$ cat config.mk
export PLATFORM = sky130hd
export DESIGN_NAME = pci_bus_arbiter_flat
export DESIGN_NICKNAME = d
export VERILOG_FILES = /design/src/rtl/pci_bus_arbiter_pkg.sv /design/src/rtl/pci_bus_arbiter_if.sv /design/src/rtl/pci_bus_arbiter_rr_picker.sv /design/src/rtl/pci_bus_arbiter.sv /design/src/flat_wrapper.sv
export SDC_FILE = /design/constraint.sdc
export NUM_CORES = 1
export LEC_CHECK = 0
export CELL_PAD_IN_SITES_DETAIL_PLACEMENT = 1
export CELL_PAD_IN_SITES_GLOBAL_PLACEMENT = 2
export CORE_UTILIZATION = 37
export CTS_CLUSTER_SIZE = 12
export DETAILED_ROUTE_END_ITERATION = 10
export PLACE_DENSITY_LB_ADDON = 0.1
export SLEW_MARGIN = 25
export SYNTH_ARGS = -nofsm -noshare
export SYNTH_HDL_FRONTEND = slang
export SYNTH_SLANG_ARGS = --single-unit
$ cat constraint.sdc
create_clock -name clk -period 5.22 [get_ports clk]
set_input_delay 1.566 -clock clk [delete_from_list [all_inputs] [get_ports clk]]
set_output_delay 1.566 -clock clk [all_outputs]
set_load 0.05 [all_outputs]
$ cat src/rtl/pci_bus_arbiter_pkg.sv
// Shared types and helpers for the round-robin PCI bus arbiter.
package pci_bus_arbiter_pkg;

  localparam int DEF_NREQ    = 4;
  localparam int DEF_TIMEOUT = 16;
  localparam int MAX_NREQ    = 8;

  typedef enum logic [1:0] {
    ARB_IDLE,
    ARB_ARB,
    ARB_GRANT,
    ARB_BUSY
  } arb_state_t;

  // Returns a vector with only bit idx set; zero when idx falls outside n.
  function automatic logic [MAX_NREQ-1:0] onehot(input int unsigned idx, input int unsigned n);
    logic [MAX_NREQ-1:0] r;
    r = '0;
    for (int unsigned i = 0; i < MAX_NREQ; i++) begin
      r[i] = (i == idx) && (i < n);
    end
    return r;
  endfunction

endpackage

$ cat src/rtl/pci_bus_arbiter_if.sv
// Request/grant and shared bus-status signals between the masters and the arbiter.
interface pci_bus_arbiter_if
  import pci_bus_arbiter_pkg::*;
#(
  parameter int NREQ = DEF_NREQ
);
  localparam int IW = $clog2(NREQ);

  logic [NREQ-1:0] req;
  logic            frame;
  logic            irdy;
  logic [NREQ-1:0] gnt;
  logic [IW-1:0]   owner_id;
  logic            bus_busy;
  logic            timeout_err;

  modport master (
    input  req, frame, irdy,
    output gnt, owner_id, bus_busy, timeout_err
  );

  modport slave (
    output req, frame, irdy,
    input  gnt, owner_id, bus_busy, timeout_err
  );

endinterface

$ cat src/rtl/pci_bus_arbiter_rr_picker.sv
// Combinational round-robin pick: first requester after ptr_i, wrapping modulo NREQ.
module pci_bus_arbiter_rr_picker #(
  parameter int NREQ = 4
) (
  input  logic [NREQ-1:0]         req_vec_i,
  input  logic [$clog2(NREQ)-1:0] ptr_i,
  output logic                    valid_o,
  output logic [$clog2(NREQ)-1:0] winner_o
);
  localparam int IW = $clog2(NREQ);
  localparam int DW = IW + 1;

  logic [2*NREQ-1:0] dbl;
  logic [2*NREQ-1:0] masked;
  logic [DW-1:0]     first;

  // Doubling the vector lets a single lowest-bit search cover the wrap-around.
  always_comb begin
    dbl   = {req_vec_i, req_vec_i};
    first = '0;
    for (int i = 0; i < 2*NREQ; i++) begin
      masked[i] = dbl[i] && (DW'(i) > {1'b0, ptr_i});
    end
    for (int i = 2*NREQ-1; i >= 0; i--) begin
      if (masked[i]) first = DW'(i);
    end
    valid_o  = |req_vec_i;
    winner_o = IW'((first >= DW'(NREQ)) ? (first - DW'(NREQ)) : first);
  end

endmodule

$ cat src/rtl/pci_bus_arbiter.sv
// Round-robin PCI bus arbiter: grants only onto an idle bus, revokes on transaction start or timeout.
module pci_bus_arbiter
  import pci_bus_arbiter_pkg::*;
#(
  parameter int NREQ    = DEF_NREQ,
  parameter int TIMEOUT = DEF_TIMEOUT
) (
  input logic               clk,
  input logic               rst_n,
  pci_bus_arbiter_if.master bus
);
  localparam int IW = $clog2(NREQ);
  localparam int TW = $clog2(TIMEOUT);

  arb_state_t      state_q, state_d;
  logic [NREQ-1:0] req_q;
  logic [NREQ-1:0] gnt_q, gnt_d;
  logic [IW-1:0]   owner_q, owner_d;
  logic [IW-1:0]   ptr_q, ptr_d;
  logic [TW-1:0]   tmo_q, tmo_d;
  logic            tmo_err_q, tmo_err_d;
  logic            bus_idle;
  logic            xfer_start;
  logic            pick_valid;
  logic [IW-1:0]   pick_idx;

  assign bus_idle   = !bus.frame && !bus.irdy;
  assign xfer_start = bus.frame && bus.irdy;

  pci_bus_arbiter_rr_picker #(.NREQ(NREQ)) u_picker (
    .req_vec_i (req_q),
    .ptr_i     (ptr_q),
    .valid_o   (pick_valid),
    .winner_o  (pick_idx)
  );

  always_comb begin
    state_d   = state_q;
    gnt_d     = gnt_q;
    owner_d   = owner_q;
    ptr_d     = ptr_q;
    tmo_d     = tmo_q;
    tmo_err_d = 1'b0;
    unique case (state_q)
      ARB_IDLE: begin
        gnt_d = '0;
        if (|req_q && bus_idle) state_d = ARB_ARB;
      end
      ARB_ARB: begin
        // Requests or bus activity may have changed since IDLE decided to arbitrate.
        if (pick_valid && bus_idle) begin
          gnt_d   = NREQ'(onehot(32'(pick_idx), 32'(NREQ)));
          owner_d = pick_idx;
          ptr_d   = pick_idx;
          tmo_d   = '0;
          state_d = ARB_GRANT;
        end else begin
          gnt_d   = '0;
          state_d = ARB_IDLE;
        end
      end
      ARB_GRANT: begin
        if (xfer_start) begin
          gnt_d   = '0;
          state_d = ARB_BUSY;
        end else if (!bus.req[owner_q]) begin
          gnt_d   = '0;
          state_d = ARB_IDLE;
        end else if (tmo_q == TW'(TIMEOUT-1)) begin
          gnt_d     = '0;
          tmo_err_d = 1'b1;
          state_d   = ARB_IDLE;
        end else begin
          tmo_d = tmo_q + TW'(1);
        end
      end
      ARB_BUSY: begin
        gnt_d = '0;
        if (bus_idle) state_d = ARB_IDLE;
      end
      default: begin
        gnt_d   = '0;
        state_d = ARB_IDLE;
      end
    endcase
  end

  always_ff @(posedge clk or negedge rst_n) begin
    if (!rst_n) begin
      state_q   <= ARB_IDLE;
      req_q     <= '0;
      gnt_q     <= '0;
      owner_q   <= '0;
      ptr_q     <= IW'(NREQ-1);
      tmo_q     <= '0;
      tmo_err_q <= 1'b0;
    end else begin
      state_q   <= state_d;
      req_q     <= bus.req;
      gnt_q     <= gnt_d;
      owner_q   <= owner_d;
      ptr_q     <= ptr_d;
      tmo_q     <= tmo_d;
      tmo_err_q <= tmo_err_d;
    end
  end

  assign bus.gnt         = gnt_q;
  assign bus.owner_id    = owner_q;
  assign bus.bus_busy    = (state_q == ARB_BUSY);
  assign bus.timeout_err = tmo_err_q;

endmodule

$ cat src/flat_wrapper.sv
// flat-port wrapper written by rule: the top's interface ports become plain ports
module pci_bus_arbiter_flat import pci_bus_arbiter_pkg::*;
#(
  parameter int NREQ    = DEF_NREQ,
  parameter int TIMEOUT = DEF_TIMEOUT
)
  (clk, rst_n, bus_req, bus_frame, bus_irdy, bus_gnt, bus_owner_id, bus_bus_busy, bus_timeout_err);
  pci_bus_arbiter_if #(.NREQ(NREQ)) bus_i ();
  input logic clk;
  input logic rst_n;
  input wire logic [$bits(bus_i.req)-1:0] bus_req;
  input wire logic [$bits(bus_i.frame)-1:0] bus_frame;
  input wire logic [$bits(bus_i.irdy)-1:0] bus_irdy;
  output wire logic [$bits(bus_i.gnt)-1:0] bus_gnt;
  output wire logic [$bits(bus_i.owner_id)-1:0] bus_owner_id;
  output wire logic [$bits(bus_i.bus_busy)-1:0] bus_bus_busy;
  output wire logic [$bits(bus_i.timeout_err)-1:0] bus_timeout_err;
  assign bus_i.req = bus_req;
  assign bus_i.frame = bus_frame;
  assign bus_i.irdy = bus_irdy;
  assign bus_gnt = bus_i.gnt;
  assign bus_owner_id = bus_i.owner_id;
  assign bus_bus_busy = bus_i.bus_busy;
  assign bus_timeout_err = bus_i.timeout_err;
  pci_bus_arbiter #(.NREQ(NREQ), .TIMEOUT(TIMEOUT)) u_core (.clk(clk), .rst_n(rst_n), .bus(bus_i));
endmodule
==> results by group <==
CTS
  – Clock-pin transition on the worst setup and hold timing paths: approximately 0.12 ns
  – Total setup buffers inserted after CTS: 0
  – Number of buffers created by CTS: 3
  – Clock latency at the later pin of the worst-skew pair: between 0.3 and 0.4 ns
  – Library cell used as clock root buffer: sky130_fd_sc_hd__clkbuf_4
  – Resize count post-CTS: 0
  – Number of buffers inserted for hold repair after clock tree synthesis: 0
  – Depth of the CTS H-tree: 1
  – CTS tree: done
  – Maximum buffer depth of the clock tree: 2
  – Clock Sinks: 19

Power and ir drop
  – P_leak: about 0.55 nW
  – Power Dens Cells: approximately 430 nW/um2
  – Total Power Consumption: around 0.55 mW
  – Peak supply drop: between 0.2 and 0.3 mV

GRT
  – First-pass GRT wire length: approximately 4 mm
  – Overflow left after global routing: 0
  – Initial antenna violation count: 0
  – Global-route total usage across every layer: roughly 17%
  – Largest net degree at the start of global routing: 20
  – Via count of the first global-routing pass: about 860

Placement
  – Post-DP HPWL: 1.79 mm
  – Final weighted congestion of routability-driven global placement: about 0.73
  – I/O Buffers: 15

Die
  – Die span in y: ~56 um
  – Overall die width: between 50 and 60 um
  – Placeable core region: between 2000 and 3000 um2
  – IO Pins: 16
  – Number of rows created at floorplan: 19
  – Total die area: 3150 um2
  – Starting density of the core: between 30% and 40%

Logic synthesis
  – Top-area cell type share of the netlist area: roughly 39%
  – Per-instance average area after synthesis: between 10 and 15 um2
  – Most instantiated library cell after synthesis: sky130_fd_sc_hd__dfrtp_1
  – Main flop type after synthesis: sky130_fd_sc_hd__dfrtp_1
  – Synth top area cells: sky130_fd_sc_hd__dfrtp_1, sky130_fd_sc_hd__ha_1, sky130_fd_sc_hd__mux2_2
  – Number of synthesized flops with an enable pin: 0
  – Number of nets produced by synthesis: approximately 120
  – Ys Warns: 0
  – Area of the mapped netlist: approximately 1100 um2
  – Sequential fraction of the synthesis area: ~44%
  – Post-synthesis cell type with the largest combined area: sky130_fd_sc_hd__dfrtp_1
  – Post-synth cell types: 40
  – Syn Inst Count: 100
  – Synthesis-stage register bit count: 19
  – Proportion of synthesized flip-flops having asynchronous set or reset: 100%
  – Ranking of synthesized cells by instance count: sky130_fd_sc_hd__dfrtp_1, sky130_fd_sc_hd__nand2_1, sky130_fd_sc_hd__ha_1

Drt
  – Total number of vias: roughly 830
  – Wirelength per Cell: ~16 um
  – Iteration count of the initial detailed-routing pass: 4
  – Drc violations: 0
  – Number of routed nets with antenna violations: 0
  – Total wire length: 2.36 mm
  – Average via count per standard cell: 5.58
  – Detailed router's first-iteration violation count: 12

Setup path
  – Critical Path Max Stage Delay: 0.80 ns
  – Category of the worst setup path capture point: primary output
  – Category of the worst setup path launch point: register
  – Critical Path AT: between 1.5 and 2 ns
  – Cell class contributing the biggest share of worst-path delay: buffers and inverters
  – CP max-delay cell: sky130_fd_sc_hd__clkdlybuf4s50_1
  – Total buffers and inverters traversed by the critical path: 1
  – Largest fanout on the critical path: 4
  – CP cell instances: ha_1, clkdlybuf4s50_1
  – Class of the most critical setup path: reg2out
  – Critical path required time: ~3.7 ns

Finish
  – Register Area: about 480 um2
  – Layout Nets: between 100 and 150
  – Fill count: between 300 and 400
  – Synthesis-to-finish area growth: 18.1%
  – Number of diodes added for antenna fixing: 0
  – Ratio of cells with drive above 1 in the final layout: between 10% and 20%
  – Total area of multi-input combinational cells: about 570 um2

STA
  – Setup TNS: 0 ns
  – Fin. Hold Viols: 0
  – Total count of max-transition violations in the final report: 0
  – Final worst clock skew: 0.0156 ns
  – Final worst path period share: a little over three fifths
  – Relative slew slack: between 60% and 70%
  – Clock period minus final worst setup slack: between 3 and 4 ns
  – FMAX: 0.303 GHz
  – Setup-failing EPs final: 0
  – Slew at the pin closest to its max-slew limit: 0.502 ns
  – Setup repair after global routing missed its margin: no

Worst hold path
  – Worst min-delay path class: reg2reg

Run status
  – Result of the run: finished, final reports clean

Run
  – Max-capacitance violation count: 0
-- power by group --
part / total [mW] / leakage [nW] / switching (mW) / internal [mW]
logic: 0.258 / 0.292 / 0.145 / 0.112
registers: 0.216 / 0.243 / 0.0346 / 0.181
clock network: 0.0780 / 0.0177 / 0.0494 / 0.0286
-- cells by family (layout without fill, tap and decap cells) --
kind of cell	Yosys count	after routing	share of synthesized area (%)
AOI/OAI and AO/OA	21	21	15.7
DFF	19	19	44.1
and+or+nand+nor	36	36	18.2
buffers and inverters	8	25	3.46
muxes	9	9	10.5
adders and majority gates	7	7	8.07
-- per-layer routing --
metal | GRT usage [%] | up-vias | routed length, um
met5 | 0 | - | 0
met4 | 7.32 | 0 | 44
met3 | 3.49 | 5 | 79
met2 | 27.7 | 17 | 1120
met1 | 22.1 | 403 | 1110
li1 | - | 401 | -
-- metrics by stage --
stage / instance area [um2] / util (%) / setup slack, ns / instances / hold slack [ns]
floorplan: 1080 / - / 2.32 / 100 / 0.515
global placement: 1260 / 45.6 / 1.91 / 144 / 0.471
detailed placement: 1260 / 45.6 / 1.86 / 144 / 0.484
CTS: 1290 / 46.6 / 1.92 / 148 / 0.513
global route: 1280 / 46.5 / 1.84 / 148 / 0.543
finish: 1280 / 46.5 / 1.92 / 148 / 0.504
-- area by class of cell --
type,count,share of cell area (%)
clock buffers,3,1.76
clock inverters,1,0.391
inverters,6,1.76
multi-input cells,73,44.4
flip-flops and latches,19,37.3
well taps,31,3.03
repair buffers,15,11.3
-- flip-flops by register name, indices dropped and copies added, names as in the netlist --
signal and count:
u_core.state_q 2, u_core.bus.timeout_err 1, u_core.tmo_q 4, u_core.bus.owner_id 2
u_core.ptr_q 2, u_core.req_q 4, u_core.bus.gnt 4
-- cell usage in the layout (no fill, tap or decap), drive strengths merged, types with 2 or more instances in the layout --
master	instances
a21o	2
a21oi	2
clkbuf	3
clkdlybuf4s50	14
dfrtp	17
dfstp	2
ha	7
inv	6
mux2	6
mux2i	2
nand2	8
nand2b	4
nand3	6
nor2	5
nor2b	3
nor3	2
nor3b	2
o31ai	4
-- tightest hold or removal path: stages, from the launching register on --
cell and delay (ns):
sky130_fd_sc_hd__dfrtp_1 0.37, sky130_fd_sc_hd__nand2_1 0.05, sky130_fd_sc_hd__o31ai_1 0.05
-- path summary, 6_finish.rpt --
| check | from | to | slack (ns) | cells past startpoint |
|---|---|---|---|---|
| min in group asynchronous | rst_n | u_core.req_q[1] | 1.18 | 1 |
| min reg2reg | u_core.bus.gnt[3] | u_core.bus.gnt[3] | 0.50 | 2 |
| max reg2reg | u_core.state_q[0] | u_core.tmo_q[0] | 3.21 | 6 |
| min | u_core.bus.gnt[3] | u_core.bus.gnt[3] | 0.50 | 2 |
| max | u_core.state_q[1] | bus_bus_busy | 1.92 | 2 |
| max in group asynchronous | rst_n | u_core.ptr_q[1] | 3.71 | 1 |
(Power assumes the default switching activity.)
